$ cat src/rtl/riscv_mem_stage.sv
`default_nettype none
// ============================================================================
// Module   : riscv_mem_stage
// Brief    : RV64I MEM stage. Issues load/store requests to data memory,
//            aligns and extends load data, and reports misalignment and bus
//            timeouts. Optional macro MEM_STORE_ACK_EN makes stores wait for
//            a memory response before completing.
// Revision : 1.0 - initial release
// ============================================================================
module riscv_mem_stage #(
  parameter int TIMEOUT_CYCLES = 256
) (
  input  logic        clk,
  input  logic        rst_n,
  input  logic [63:0] ex5_pc,
  input  logic [31:0] ex5_inst,
  input  logic [63:0] ex5_alu_result,
  input  logic [63:0] ex5_rs2_data,
  input  logic [4:0]  ex5_rd_addr,
  input  logic [2:0]  ex5_funct3,
  input  logic        ex5_valid,
  output logic        mem_stall,
  output logic        dmem_req_valid,
  input  logic        dmem_req_ready,
  output logic        dmem_req_we,
  output logic [63:0] dmem_req_addr,
  output logic [7:0]  dmem_req_be,
  output logic [63:0] dmem_req_wdata,
  input  logic        dmem_rsp_valid,
  input  logic [63:0] dmem_rsp_rdata,
  output logic [63:0] mem_pc,
  output logic [31:0] mem_inst,
  output logic [4:0]  mem_rd_addr,
  output logic [63:0] mem_wb_data,
  output logic        mem_wb_en,
  output logic        mem_exc,
  output logic [1:0]  mem_exc_cause,
  output logic        mem_valid
);

  localparam int            c_cnt_w    = $clog2(TIMEOUT_CYCLES + 1);
  localparam logic [c_cnt_w-1:0] c_tmo_last = c_cnt_w'(TIMEOUT_CYCLES - 1);

  typedef enum logic [1:0] {
    S_IDLE = 2'd0,
    S_REQ  = 2'd1,
    S_WAIT = 2'd2
  } state_t;

  state_t             r_state;
  logic [c_cnt_w-1:0] r_cnt;
  logic [2:0]         r_funct3;
  logic [2:0]         r_off;

  logic [6:0]  w_opcode;
  logic        w_is_ld;
  logic        w_is_st;
  logic        w_writes_rd;
  logic        w_misal;
  logic [7:0]  w_size_mask;
  logic        w_accept;
  logic        w_start;
  logic        w_tmo;
  logic [63:0] w_ld_shift;
  logic [63:0] w_ld_data;

  assign mem_stall = (r_state != S_IDLE);
  assign w_opcode  = ex5_inst[6:0];
  assign w_is_ld   = (w_opcode == 7'b0000011);
  assign w_is_st   = (w_opcode == 7'b0100011);
  assign w_accept  = (r_state == S_IDLE) && ex5_valid;
  assign w_start   = w_accept && (w_is_ld || w_is_st) && !w_misal;
  assign w_tmo     = (r_state == S_WAIT) && !dmem_rsp_valid && (r_cnt == c_tmo_last);

  always_comb begin
    w_writes_rd = 1'b0;
    case (w_opcode)
      7'b0110011, 7'b0010011, 7'b0111011, 7'b0011011,
      7'b0110111, 7'b0010111, 7'b1101111, 7'b1100111: w_writes_rd = 1'b1;
      default:                                        w_writes_rd = 1'b0;
    endcase
  end

  always_comb begin
    w_size_mask = 8'h01;
    w_misal     = 1'b0;
    case (ex5_funct3[1:0])
      2'd0: begin w_size_mask = 8'h01; w_misal = 1'b0;                     end
      2'd1: begin w_size_mask = 8'h03; w_misal = ex5_alu_result[0];        end
      2'd2: begin w_size_mask = 8'h0F; w_misal = |ex5_alu_result[1:0];     end
      default: begin w_size_mask = 8'hFF; w_misal = |ex5_alu_result[2:0];  end
    endcase
  end

  // Response doubleword is lane-shifted down, then extended by access size.
  assign w_ld_shift = dmem_rsp_rdata >> {r_off, 3'b000};
  always_comb begin
    w_ld_data = w_ld_shift;
    case (r_funct3)
      3'b000:  w_ld_data = {{56{w_ld_shift[7]}},  w_ld_shift[7:0]};
      3'b001:  w_ld_data = {{48{w_ld_shift[15]}}, w_ld_shift[15:0]};
      3'b010:  w_ld_data = {{32{w_ld_shift[31]}}, w_ld_shift[31:0]};
      3'b100:  w_ld_data = {56'd0, w_ld_shift[7:0]};
      3'b101:  w_ld_data = {48'd0, w_ld_shift[15:0]};
      3'b110:  w_ld_data = {32'd0, w_ld_shift[31:0]};
      default: w_ld_data = w_ld_shift;
    endcase
  end

  // Control FSM with reset; completion flags are single-cycle pulses.
  always_ff @(posedge clk) begin
    if (!rst_n) begin
      r_state        <= S_IDLE;
      r_cnt          <= '0;
      dmem_req_valid <= 1'b0;
      mem_valid      <= 1'b0;
      mem_wb_en      <= 1'b0;
      mem_exc        <= 1'b0;
    end else begin
      mem_valid <= 1'b0;
      mem_wb_en <= 1'b0;
      mem_exc   <= 1'b0;
      case (r_state)
        S_IDLE: begin
          if (ex5_valid) begin
            if (!(w_is_ld || w_is_st)) begin
              mem_valid <= 1'b1;
              mem_wb_en <= w_writes_rd && (ex5_rd_addr != 5'd0);
            end else if (w_misal) begin
              mem_valid <= 1'b1;
              mem_exc   <= 1'b1;
            end else begin
              r_state        <= S_REQ;
              dmem_req_valid <= 1'b1;
            end
          end
        end
        S_REQ: begin
          if (dmem_req_ready) begin
            dmem_req_valid <= 1'b0;
            r_cnt          <= '0;
`ifdef MEM_STORE_ACK_EN
            r_state <= S_WAIT;
`else
            if (dmem_req_we) begin
              r_state   <= S_IDLE;
              mem_valid <= 1'b1;
            end else begin
              r_state <= S_WAIT;
            end
`endif
          end
        end
        S_WAIT: begin
          r_cnt <= r_cnt + 1'b1;
          if (dmem_rsp_valid) begin
            r_state   <= S_IDLE;
            mem_valid <= 1'b1;
            mem_wb_en <= !dmem_req_we && (mem_rd_addr != 5'd0);
          end else if (w_tmo) begin
            r_state   <= S_IDLE;
            mem_valid <= 1'b1;
            mem_exc   <= 1'b1;
          end
        end
        default: r_state <= S_IDLE;
      endcase
    end
  end

  // Datapath registers: meaningful only alongside mem_valid / dmem_req_valid.
  always_ff @(posedge clk) begin
    if (w_accept) begin
      mem_pc        <= ex5_pc;
      mem_inst      <= ex5_inst;
      mem_rd_addr   <= ex5_rd_addr;
      mem_wb_data   <= ex5_alu_result;
      mem_exc_cause <= {1'b0, w_is_st};
    end
    if (w_start) begin
      r_funct3       <= ex5_funct3;
      r_off          <= ex5_alu_result[2:0];
      dmem_req_we    <= w_is_st;
      dmem_req_addr  <= {ex5_alu_result[63:3], 3'b000};
      dmem_req_be    <= w_size_mask << ex5_alu_result[2:0];
      dmem_req_wdata <= ex5_rs2_data << {ex5_alu_result[2:0], 3'b000};
    end
    if ((r_state == S_WAIT) && dmem_rsp_valid && !dmem_req_we)
      mem_wb_data <= w_ld_data;
    if (w_tmo)
      mem_exc_cause <= {1'b1, dmem_req_we};
  end

endmodule
`default_nettype wire

$ cat config.mk
export PLATFORM = sky130hd
export DESIGN_NAME = riscv_mem_stage
export DESIGN_NICKNAME = d
export VERILOG_FILES = /design/src/rtl/riscv_mem_stage.sv
export SDC_FILE = /design/constraint.sdc
export NUM_CORES = 1
export LEC_CHECK = 0
export CORE_AREA = 10 10 228 230
export CTS_CLUSTER_DIAMETER = 30
export DETAILED_ROUTE_END_ITERATION = 6
export DIE_AREA = 0 0 238 240
export GPL_TIMING_DRIVEN = 0
export PLACE_DENSITY_LB_ADDON = 0.08
export SLEW_MARGIN = 30
export SYNTH_ARGS = -nofsm -noshare
export SYNTH_HDL_FRONTEND = slang
export SYNTH_SLANG_ARGS = --single-unit
$ cat constraint.sdc
create_clock -name clk -period 21.6 [get_ports clk]
set_clock_uncertainty 0.1 [all_clocks]
set_input_delay 4.32 -clock clk [delete_from_list [all_inputs] [get_ports clk]]
set_output_delay 4.32 -clock clk [all_outputs]
set_load 0.02 [all_outputs]
* After elaboration in Yosys (flattened, before gate mapping)
Cells that the tools add are included.
Widths: inputs -> output; s select.
** Operators by class
- $add $sub $neg :: 1
- Equality and inequality tests :: 25
- Shifts and indexed selects :: 3
- Mux-type cells :: 39
- Reduce and logical (&&, ||, !) cells :: 29
** Operator list (number)
- $pmux 64 s6 :: 1
- $mux 64 :: 2
- $shl 64x6->64 :: 1
- $shr 64x6->64 :: 1
- $eq 7x6->1 const B :: 4
- $pmux 8 s3 :: 1
- $eq 7x5->1 const B :: 3
- $mux 1 :: 20
- $pmux 9 s2 :: 1
- $eq 7x7->1 const B :: 2
- $mux 2 :: 7
- $reduce_and 5->1 :: 2
- $reduce_bool 2->1 :: 5
- $reduce_bool 5->1 :: 2
- $add 9x1->9 const B :: 1
- $eq 3x3->1 const B :: 3
- $eq 9x8->1 const B :: 1
- $logic_and 1x1->1 :: 9
- $mux 9 :: 1
- $reduce_or 8->1 :: 1
- $shl 8x3->8 :: 1
- $eq 7x2->1 const B :: 1
- $ne 2x2->1 const B :: 3
- $pmux 1 s2 :: 3
- other kinds (15) :: 21
** Storage, ports and cells
- Bits in registers :: 322
- Input port bits :: 301
- Output and inout bits :: 309
- Logic and storage cells :: 115

* Depth between registers and ports, before layout
Gate-level depths: netlist of run 1.
- Word-level depth :: 7
- Gate-level depth with buffers :: 8
- Depth with buffers taken out :: 8

* Least setup slack after synthesis of run 1
No wires, ideal clock.
- Kind :: in2reg
- Start point :: in ex5_alu_result[0]
- End point :: reg dmem_req_valid
- Library setup time :: 0.088 ns
- Arrival time :: 11.545 ns
- Data required time :: 21.412 ns
- Slack :: 9.867 ns
- Stages on the path :: 5
- Path buffers :: 1
- Path through :: buf_1 o21ai_1 o211ai_1 nor2_1 o221a_1
** Between the ends
- Cells in the longest elaborated chain, start to end :: 4
- Elaborated cells on any way between the ends :: 5
- Classes of those cells :: eq/ne: 1; mux: 1; reduce/logical: 3
** Ends and longest elaborated chain
- from (decl) :: RTL line 17 : input logic [63:0] ex5_alu_result,
- $reduce_or 3->1 or $reduce_or 2->1 (tied branches) :: RTL line 91, 90
- $pmux 1 s3 * :: RTL line 87 : case (ex5_funct3[1:0])
- $ne 2x2->1 (no line) *
- $reduce_and 5->1 (no line) *
- to (signal assigned) :: RTL line 115 : dmem_req_valid <= 1'b0;
- to (signal assigned) :: RTL line 134 : dmem_req_valid <= 1'b1;
- to (signal assigned) :: RTL line 140 : dmem_req_valid <= 1'b0;
- to (decl) :: RTL line 23 : output logic dmem_req_valid,
Mark *: on every way between the ends. The rest lies on a longest branch, timed or not.
A chain may end at the register's enable or synchronous reset.

* Worst setup path after layout of run 1
- Start point :: in dmem_rsp_valid
- End point :: reg mem_wb_data[41] (data pin)
** Between the ends
- Cells in the longest elaborated chain, start to end :: 3
** Ends and longest elaborated chain
- from (decl) :: RTL line 29 : input logic dmem_rsp_valid,
- $logic_and 1x1->1 (2 in a row) :: RTL line 188 : if ((r_state == S_WAIT) && dmem_rsp_valid && !dmem_req_we)
- $mux 64 :: RTL line 188
- to (signal assigned) :: RTL line 177 : mem_wb_data <= ex5_alu_result;
- to (signal assigned) :: RTL line 189 : mem_wb_data <= w_ld_data;
- to (decl) :: RTL line 34 : output logic [63:0] mem_wb_data,
Every way passes these cells.

==> metrics.txt, run 1 <==
DRC viols 0; clock root buffer master clkbuf_16; final critical-path required period 6980 ps; total global routing track utilization 0.227; Net Switching 0.000509 W; HPWL after detailed placement 53.1 mm; run status complete, no violations; Core Rows 80; post-synth top area share 0.629; proportion of total power due to net switching 0.225; total of endpoints with negative setup slack in the final report 0; final worst-path cycle share 0.323; routed wire length 67.0 mm; share of synthesized area occupied by flip-flops and latches 0.651; Antenna Nets Post-Route 0; effective utilization at floorplan 0.309; post-CTS resize count 0; CTS Hold Buffers Added 0; clock buffers created by TritonCTS 87; delay of the slowest critical-path stage 790 ps; most frequent cell after synthesis edfxtp_1; buffers inserted by post-CTS timing repair 0; cell type with the highest aggregate area in the netlist edfxtp_1; CP Cell Sequence clkdlybuf4s50_1 -> nor3b_1 -> clkbuf_1 -> clkbuf_1 -> clkbuf_1 -> a31oi_1; sequential share of power 0.316; endpoint arrival time on the critical path 7210 ps; proportion of power drawn by combinational gates 0.091; placed cell area 21800 um2; Yosys warning total 0; worst ir drop on vdd 0.0696 mV; share of synthesized registers carrying an async set or reset 0; power consumption 0.00226 W; EDFF count, synth 306; DR pass1 iterations 5; Placeable Area 47300 um2; Placer Congestion 0.888; flip-flop and latch count after synthesis 322; WL per Instance 27.1 um; highest fanout seen on the critical path 10; highest clock rate 143 MHz; synthesized cell area 14600 um2; startpoint-to-endpoint class of the critical path input port to register; Static Leakage 8.91 nW; sort of element at the end of the critical path register; via count of the first global-routing pass 12900; sum of overflow across all layers after global routing 0; prevailing post-synth register cell edfxtp_1; Mapped Avg Cell Area 13.7 um2; power density cells 90.8 nW/um2; instance count along the most critical hold path 1; Die Wd 238 um; post-route cell area 24900 um2; ratio of routed vias to standard cells 4.96; Die Ht 240 um; Worst EP required 21820 ps; first-pass GRT wire length 94.0 mm; count of cell types in the netlist 57; P&R area growth vs syn 70.1%; iteration-0 DRC count of the detailed router 930; relative max-transition margin 0.354; NumNets Final 2079; unrepaired setup endpoints after global routing false; Clock H-tree levels 3; Clk Latency, worst-skew pair 630 ps; most common library cells after synthesis edfxtp_1 (306), nor2_1 (118), nand2_1 (97); Post-Route Setup TNS 0 ps; Hold Violations, Final 0; maximum number of pins on one net before global-route repair 64; fraction of final layout cells sized beyond drive strength 1 0.144; classification of the worst-slack hold path register to register; cells taking the most area after synthesis edfxtp_1 (63%), mux4_2 (5.5%), mux2i_1 (3.8%); number of slew-limit violations in the final report 0; measured slew at the worst slew-check pin 969 ps; cell-internal power 0.00175 W; clock tree from TritonCTS built; clock sink total 322; maximum count of clock buffers along a single path 3; logic depth of the worst register-to-register path 5; Crit-path slowest cell clkbuf_1; antenna violations before repair 5; quantity of I/O buffers inserted on ports 606; total via count in the routed design 12265; number of placed I/O pins 610; fraction of power consumed by the clock network 0.593; number of fillers in the final layout 4181; cell type with the highest occurrence count on the critical path clkbuf_1; floorplan die area 57100 um2; startpoint types input port; max-cap violation count 0; clk slew on worst S/H paths 40 ps; Post-Synthesis Cells 1069
[registers in the layout, summed over array words and instances (netlist names), 3 cells and up]
signal	cells
r_funct3	3
mem_rd_addr	5
r_cnt	9
dmem_req_be	8
dmem_req_addr	61
mem_wb_data	64
mem_inst	32
dmem_req_wdata	64
mem_pc	64
r_off	3
[stage by stage]
stage               cells   util  setup WS (ps)  hold slack (ps)
floorplan            1071      -           9870              382
global placement     2292  0.453           5570              337
detailed placement   2302  0.460          13910              339
CTS                  2464  0.525          14540              349
global route         2466  0.525          14440              352
finish               2471  0.525          14620              348
[power by group through the flow]
stage | Clock [W] | Combinational [W] | Sequential [W]
after floorplan | 0 | 0.0000550 | 0.000747
after global placement | 0 | 0.000202 | 0.000725
after detailed placement | 0 | 0.000205 | 0.000724
after CTS | 0.00136 | 0.000206 | 0.000714
after global routing | 0.00140 | 0.000216 | 0.000715
final | 0.00134 | 0.000205 | 0.000714
[cell families (layout without fill, tap and decap cells)]
logic type / count (synthesis) / after routing / share of synthesized area
compound gates: 200 / 200 / 0.0878
xor+xnor: 5 / 5 / 0.00300
fa+ha+maj: 2 / 2 / 0.00171
buf+inv: 92 / 870 / 0.0274
flops: 322 / 322 / 0.651
mux: 143 / 143 / 0.134
other cells: 1 / 10 / 0.000257
simple gates: 304 / 304 / 0.0954
[worst paths after layout]
kind / startpoint / end / slack [ps]
worst max-delay path: dmem_rsp_valid / mem_wb_data[41]$_DFFE_PP_ / 14620
worst min-delay path: mem_exc_cause[1]$_SDFFE_PP1P_ / mem_exc_cause[1]$_SDFFE_PP1P_ / 350
worst max register to register: dmem_req_we$_DFFE_PP_ / mem_wb_data[41]$_DFFE_PP_ / 18310
worst min register to register: mem_exc_cause[1]$_SDFFE_PP1P_ / mem_exc_cause[1]$_SDFFE_PP1P_ / 350
[critical path: cells and delay by family]
kind	cells	cell delay [ps]
simple gates	1	330
compound gates	1	200
buf+inv	4	2350
[area by class of cell]
type                            instances  area, um2  share of cell area
Inverter                               13       53.8             0.00216
Tap cell                              615        769              0.0310
Multi-Input combinational cell        657       4730               0.190
Timing Repair Buffer                  616       6340               0.255
Clock buffer                          100       2240              0.0899
Buffer                                 79        352              0.0141
Sequential cell                       322       9510               0.383
Clock inverter                         62        850              0.0342
Antenna cell                            7       17.5            0.000705
[routing by layer]
layer / vias up / wire length (um) / global-route usage
li1: 5537 / - / -
met1: 6125 / 25400 / 0.257
met2: 536 / 34900 / 0.402
met3: 63 / 5710 / 0.0745
met4: 4 / 953 / 0.0612
met5: - / 23 / 0
[placed cells by master (no fill, tap or decap), types with 4 or more instances in the layout]
master	Yosys	routed
dfxtp_1	16	16
o2bb2ai_1	8	8
and3_1	4	4
clkinv_1	0	9
a32oi_1	7	7
or2_1	4	4
clkbuf_16	0	87
mux2_2	35	35
a211oi_1	7	7
mux2i_1	55	55
diode_2	0	7
inv_1	11	11
clkbuf_1	40	52
nor2_1	118	117
buf_16	0	10
o211ai_1	4	4
o21ai_0	9	9
nand3b_1	4	4
a211o_1	6	6
mux2_1	15	15
clkinv_2	0	21
and2_1	13	13
a21oi_1	50	50
clkinvlp_4	0	9
mux4_2	36	36
buf_2	20	20
bufinv_16	0	16
clkdlybuf4s50_1	0	606
buf_1	11	11
nor2b_1	35	35
nand2b_1	5	5
o22ai_1	17	17
nand3_1	5	5
a31oi_1	58	58
buf_4	8	8
nand2_1	97	96
edfxtp_1	306	306
o21ai_1	22	22
Note: power is estimated with default switching activity, not from simulation.
==> run 2: changes to the inputs <==
--- a/config.mk
+++ b/config.mk
@@ -5,10 +5,10 @@
 export SDC_FILE = /design/constraint.sdc
 export NUM_CORES = 1
 export LEC_CHECK = 0
-export CORE_AREA = 10 10 228 230
+export CORE_AREA = 10 10 232 234
 export CTS_CLUSTER_DIAMETER = 30
 export DETAILED_ROUTE_END_ITERATION = 6
-export DIE_AREA = 0 0 238 240
+export DIE_AREA = 0 0 242 244
 export GPL_TIMING_DRIVEN = 0
 export PLACE_DENSITY_LB_ADDON = 0.08
 export SLEW_MARGIN = 30
==> constraint.sdc (replaced) <==
create_clock -name clk -period 6.6 [get_ports clk]
set_clock_uncertainty 0.1 [all_clocks]
set_input_delay 1.32 -clock clk [delete_from_list [all_inputs] [get_ports clk]]
set_output_delay 1.32 -clock clk [all_outputs]
set_load 0.02 [all_outputs]
==> metrics.txt, run 2 (synthesized netlist as in run 1, its figures left out) <==
post-CTS resize count 0 (unchanged); clock root buffer master clkbuf_16; classification of the worst-slack hold path register to register; Net Switching 0.00162 W (+220%); top library cells by usage in the layout, fill and taps aside clkdlybuf4s50_1 (606), edfxtp_1 (306), nor2_1 (116); ratio of routed vias to standard cells 4.90 (-1.3%); first-pass GRT wire length 94.6 mm (+0.69%); number of placed I/O pins 610 (unchanged); HPWL after detailed placement 53.0 mm (about the same); effective utilization at floorplan 0.296 (-0.0132); Antenna Nets Post-Route 0 (unchanged); clock tree from TritonCTS built; maximum number of pins on one net before global-route repair 70 (+9.4%); iteration-0 DRC count of the detailed router 969 (+4.2%); relative max-transition margin 0.352 (-0.00138); proportion of power drawn by combinational gates 0.091 (about the same); Die Ht 244 um (+1.7%); maximum count of clock buffers along a single path 3 (unchanged); sum of overflow across all layers after global routing 0 (unchanged); final critical-path required period 4060 ps; Die Wd 242 um (+1.7%); DRC viols 0 (unchanged); worst ir drop on vdd 0.192 mV (+180%); total via count in the routed design 12404 (+1.1%); routed wire length 67.4 mm (+0.53%); Core Rows 82 (+2.5%); total global routing track utilization 0.220 (-0.00674); Clock H-tree levels 3 (unchanged); measured slew at the worst slew-check pin 971 ps (+2.07 ps); endpoint arrival time on the critical path 4280 ps (-2930 ps); Worst EP required 6820 ps (-15000 ps); buffers inserted by post-CTS timing repair 0 (unchanged); final worst-path cycle share 0.616; fraction of power consumed by the clock network 0.594 (about the same); fraction of final layout cells sized beyond drive strength 1 0.144 (-0.000233); unrepaired setup endpoints after global routing false; power density cells 297 nW/um2 (+230%); number of slew-limit violations in the final report 0 (unchanged); startpoint types input port; placed cell area 21800 um2 (+0.28%); via count of the first global-routing pass 12839 (-0.47%); sort of element at the end of the critical path register; WL per Instance 26.6 um (-1.9%); cell-internal power 0.00578 W (+230%); final standard cell utilization of the core 0.504 (-0.0211); leading registers by flop count dmem_req_wdata x64, mem_pc x64, mem_wb_data x64; CTS Hold Buffers Added 0 (unchanged); startpoint-to-endpoint class of the critical path input port to register; quantity of I/O buffers inserted on ports 606 (unchanged); most common library cell in the layout ignoring fill and taps clkdlybuf4s50_1; total of endpoints with negative setup slack in the final report 0 (unchanged); DR pass1 iterations 5 (unchanged); proportion of total power due to net switching 0.218 (-0.00690); pre-CTS setup slack 1840 ps (-12070 ps); sequential share of power 0.316 (about the same); run status complete, no violations; clk slew on worst S/H paths 50 ps (about the same); highest fanout seen on the critical path 10 (unchanged); P&R area growth vs syn 70.6%; Hold Violations, Final 0 (unchanged); PnR worst setup slack 2540 ps (-12080 ps); Placeable Area 49500 um2 (+4.5%); highest clock rate 246 MHz; clock buffers created by TritonCTS 89 (+2.3%); NumNets Final 2081 (+0.096%); clock sink total 322 (unchanged); Static Leakage 8.93 nW (+0.19%); Placer Congestion 0.912 (+2.6%); Clk Latency, worst-skew pair 620 ps (about the same); antenna violations before repair 16 (+11); max-cap violation count 0 (unchanged); floorplan die area 59000 um2 (+3.4%); post-route cell area 24900 um2 (+0.26%)
[run 2: cell count changes in the layout (fill, tap and decap cells not counted), moves of 2 or more]
cell	previous run	this run
clkinv_1	9	15
clkinvlp_4	9	5
inv_16	2	0
clkinv_16	3	1
inv_6	1	3
clkinv_4	0	2
clkbuf_16	87	90
clkbuf_1	52	50
[run 2: power groups by stage]
| stage | Sequential, W | Combinational (W) | Clock (W) |
|---|---|---|---|
| after floorplan | 0.00245 | 0.000180 | 0 |
| after detailed placement | 0.00237 | 0.000670 | 0 |
| final | 0.00234 | 0.000670 | 0.00439 |
| after global placement | 0.00237 | 0.000661 | 0 |
| after CTS | 0.00234 | 0.000674 | 0.00447 |
| after global routing | 0.00234 | 0.000708 | 0.00459 |
[run 2: metrics by stage]
stage          total power (W)  hold slack (ps)  TNS (ps)  instances
2_1_floorplan          0.00263              382         0       1071
3_3_place_gp           0.00303              337   -374870       2349
3_5_place_dp           0.00304              353         0       2359
4_1_cts                0.00748              364         0       2524
5_1_grt                0.00763              389         0       2527
6_report               0.00740              358         0       2531
[run 2: worst paths after layout]
| check | cells past startpoint | slack, ps | endpoint | start |
|---|---|---|---|---|
| max reg2reg | 7 | 3260 | mem_wb_data[58]$_DFFE_PP_ | r_state[0]$_SDFFE_PN0P_ |
| min | 1 | 360 | mem_exc_cause[1]$_SDFFE_PP1P_ | mem_exc_cause[1]$_SDFFE_PP1P_ |
| max | 6 | 2540 | mem_wb_data[58]$_DFFE_PP_ | dmem_rsp_valid |
| min reg2reg | 1 | 360 | mem_exc_cause[1]$_SDFFE_PP1P_ | mem_exc_cause[1]$_SDFFE_PP1P_ |
[run 2: layout make-up]
cell class / count / area [um2]
Sequential cell: 322 / 9510
Antenna cell: 7 / 17.5
Clock inverter: 63 / 772
Tap cell: 672 / 841
Clock buffer: 102 / 2320
Inverter: 13 / 53.8
Timing Repair Buffer: 616 / 6330
Fill cell: 4457 / 24500
Buffer: 79 / 352
Multi-Input combinational cell: 657 / 4730
[run 2: critical path, stage by stage]
cell	delay [ps]
clkdlybuf4s50_1	540
nor3b_1	370
clkbuf_1	680
clkbuf_1	750
clkbuf_1	450
a31oi_1	170
[run 2: routing by layer]
layer	global-route usage	vias up	share of wire
met3	0.0795	87	0.091
met1	0.248	6179	0.37
met2	0.382	554	0.52
li1	-	5560	-
met5	0	-	0.0022
met4	0.0701	24	0.017
==> run 3: changes to the inputs <==
--- a/config.mk
+++ b/config.mk
@@ -5,10 +5,10 @@
 export SDC_FILE = /design/constraint.sdc
 export NUM_CORES = 1
 export LEC_CHECK = 0
-export CORE_AREA = 10 10 232 234
+export CORE_AREA = 10 10 229 231
 export CTS_CLUSTER_DIAMETER = 30
 export DETAILED_ROUTE_END_ITERATION = 6
-export DIE_AREA = 0 0 242 244
+export DIE_AREA = 0 0 239 241
 export GPL_TIMING_DRIVEN = 0
 export PLACE_DENSITY_LB_ADDON = 0.08
 export SLEW_MARGIN = 30
==> constraint.sdc (replaced) <==
create_clock -name clk -period 3.5 [get_ports clk]
set_clock_uncertainty 0.1 [all_clocks]
set_input_delay 0.7 -clock clk [delete_from_list [all_inputs] [get_ports clk]]
set_output_delay 0.7 -clock clk [all_outputs]
set_load 0.02 [all_outputs]
==> metrics.txt, run 3 (synthesized netlist as in run 1, its figures left out) <==
total global routing track utilization 0.226 (+0.00612); fraction of power consumed by the clock network 0.585 (-0.009); sequential share of power 0.322 (+0.006); buffering stage count on the worst path with inverters included 5 (+1); Hold Violations, Final 0 (unchanged); flop-to-flop setup slack 520 ps (-2740 ps); total instance count after detailed placement 2302 (-2.4%); most common library cell in the layout ignoring fill and taps clkdlybuf4s50_1; iteration-0 DRC count of the detailed router 930 (-4.0%); clock tree from TritonCTS built; sort of element at the end of the critical path register; Die Ht 241 um (-1.2%); maximum number of pins on one net before global-route repair 73 (+4.3%); ratio of routed vias to standard cells 5.00 (+2.0%); top library cells by usage in the layout, fill and taps aside clkdlybuf4s50_1 (606), edfxtp_1 (306), nor2_1 (117); Clock H-tree levels 3 (unchanged); CTS Hold Buffers Added 0 (unchanged); Placer Congestion 0.903 (-0.91%); proportion of power drawn by combinational gates 0.093 (+0.002); startpoint of the lowest-slack register-to-register path r_state[1]$_SDFFE_PN0P_; power density cells 552 nW/um2 (+86%); Clk Latency, worst-skew pair 620 ps (about the same); cell type with the highest occurrence count on the critical path buf_1; Net Switching 0.00313 W (+93%); total via count in the routed design 12346 (-0.47%); highest clock rate 316 MHz; antenna violations before repair 11 (-5); clk slew on worst S/H paths 40 ps (about the same); CP Cell Sequence clkdlybuf4s50_1 -> clkbuf_1 -> buf_2 -> buf_1 -> buf_1 -> a21oi_1 -> nor2_1; run status complete, no violations; max-cap violation count 0 (unchanged); relative max-transition margin 0.370 (+0.0174); Static Leakage 8.86 nW (-0.77%); clock root buffer master clkbuf_16; worst ir drop on vdd 0.349 mV (+82%); Post-Route Setup TNS 0 ps (unchanged); Crit-path slowest cell buf_1; Placeable Area 47500 um2 (-3.9%); cell-internal power 0.0105 W (+82%); sum of overflow across all layers after global routing 0 (unchanged); Core Rows 80 (-2.4%); cell class contributing the biggest share of worst-path delay buffers and inverters; Antenna Nets Post-Route 0 (unchanged); via count of the first global-routing pass 12739 (-0.78%); first-pass GRT wire length 94.0 mm (-0.63%); final worst-path cycle share 0.903; routed wire length 67.5 mm (+0.14%); endpoint arrival time on the critical path 3510 ps (-770 ps); fraction of final layout cells sized beyond drive strength 1 0.143 (-0.000849); unrepaired setup endpoints after global routing false; number of slew-limit violations in the final report 0 (unchanged); hold_ws 355 ps (-3.12 ps); Final Non-Filler Cells 2470 (-2.4%); proportion of total power due to net switching 0.229 (+0.0104); DR pass1 iterations 5 (unchanged); measured slew at the worst slew-check pin 942 ps (-29.6 ps); clock sink total 322 (unchanged); classification of the worst-slack hold path register to register; logic depth of the worst register-to-register path 6 (-1); highest fanout seen on the critical path 10 (unchanged); number of placed I/O pins 610 (unchanged); Critical Path Source ex5_alu_result[1]; startpoint of the most critical hold path mem_exc_cause[1]$_SDFFE_PP1P_; WL per Instance 27.3 um (+2.6%); HPWL after detailed placement 53.0 mm (about the same); endpoint of the lowest-slack register-to-register path mem_wb_data[36]$_DFFE_PP_; startpoint-to-endpoint class of the critical path input port to register; instance count along the most critical hold path 1 (unchanged); delay of the slowest critical-path stage 600 ps (-150 ps); P&R area growth vs syn 69.3%; Die Wd 239 um (-1.2%); total of endpoints with negative setup slack in the final report 0 (unchanged); DRC viols 0 (unchanged); maximum count of clock buffers along a single path 3 (unchanged); final critical-path required period 3160 ps; effective utilization at floorplan 0.307 (+0.0119); clock buffers created by TritonCTS 87 (-2.2%); NumNets Final 2079 (-0.096%); startpoint types input port; leading registers by flop count dmem_req_wdata x64, mem_pc x64, mem_wb_data x64; quantity of I/O buffers inserted on ports 606 (unchanged); Worst EP required 3850 ps (-2970 ps); floorplan die area 57600 um2 (-2.5%); end point of the worst hold path mem_exc_cause[1]$_SDFFE_PP1P_
==> run 3: timing repair <==
| item | 4_1_cts | 5_1_grt |
|---|---|---|
| hold endpoints to repair | 0 | 0 |
| resized for setup | 0 | 3 |
| setup buffers | 0 | 0 |
| endpoints found under the setup margin | 0 | 14 |
==> run 3: stage by stage <==
step | cell area [um2] | setup slack, ps | util | total power (W)
3_3_place_gp | 21500 | -2360 | 0.451 | 0.00572
3_5_place_dp | 21700 | -571 | 0.457 | 0.00573
2_1_floorplan | 14600 | -456 | - | 0.00495
4_1_cts | 24700 | 80.3 | 0.520 | 0.0138
5_1_grt | 24700 | 176 | 0.520 | 0.0141
6_report | 24700 | 340 | 0.520 | 0.0137
==> run 3: how the worst max path moves through the flow <==
stage,to,cells past startpoint
floorplan,dmem_req_valid$_SDFFE_PN0P_,5
global placement,dmem_req_valid$_SDFFE_PN0P_,6
detailed placement,mem_wb_data[36]$_DFFE_PP_,6
CTS,mem_wb_data[36]$_DFFE_PP_,6
global route,dmem_req_be[4]$_DFFE_PP_,6
finish,dmem_req_be[3]$_SDFFCE_PP0P_,7
==> run 3: power by group through the flow <==
stage	Combinational, W	Sequential, W	Clock, W
floorplan	0.000340	0.00461	0
global placement	0.00125	0.00447	0
detailed placement	0.00127	0.00447	0
CTS	0.00127	0.00440	0.00812
global route	0.00134	0.00441	0.00835
finish	0.00127	0.00440	0.00799
==> run 3: worst register-to-register path: stages, from the launching register on <==
cell,delay [ps]
dfxtp_1,390
nand2_1,130
nor3b_1,350
buf_1,640
clkbuf_2,450
clkbuf_1,410
a31oi_1,210
==> run 3: area by class of cell <==
class | count | area [um2]
Clock inverter | 55 | 669
Clock buffer | 107 | 2300
Inverter | 13 | 53.8
Sequential cell | 322 | 9510
Multi-Input combinational cell | 657 | 4730
Antenna cell | 6 | 15.0
Buffer | 79 | 354
Fill cell | 4155 | 22800
Timing Repair Buffer | 616 | 6330
Tap cell | 615 | 769
==> run 3: metal layers <==
layer  wire [um]  share of wire  up-vias  GRT usage
li1            -              -     5554          -
met1       25300           0.37     6149      0.257
met2       35200           0.52      552      0.397
met3        5850          0.087       79     0.0723
met4        1060          0.016       12     0.0729
met5          82         0.0012        -          0
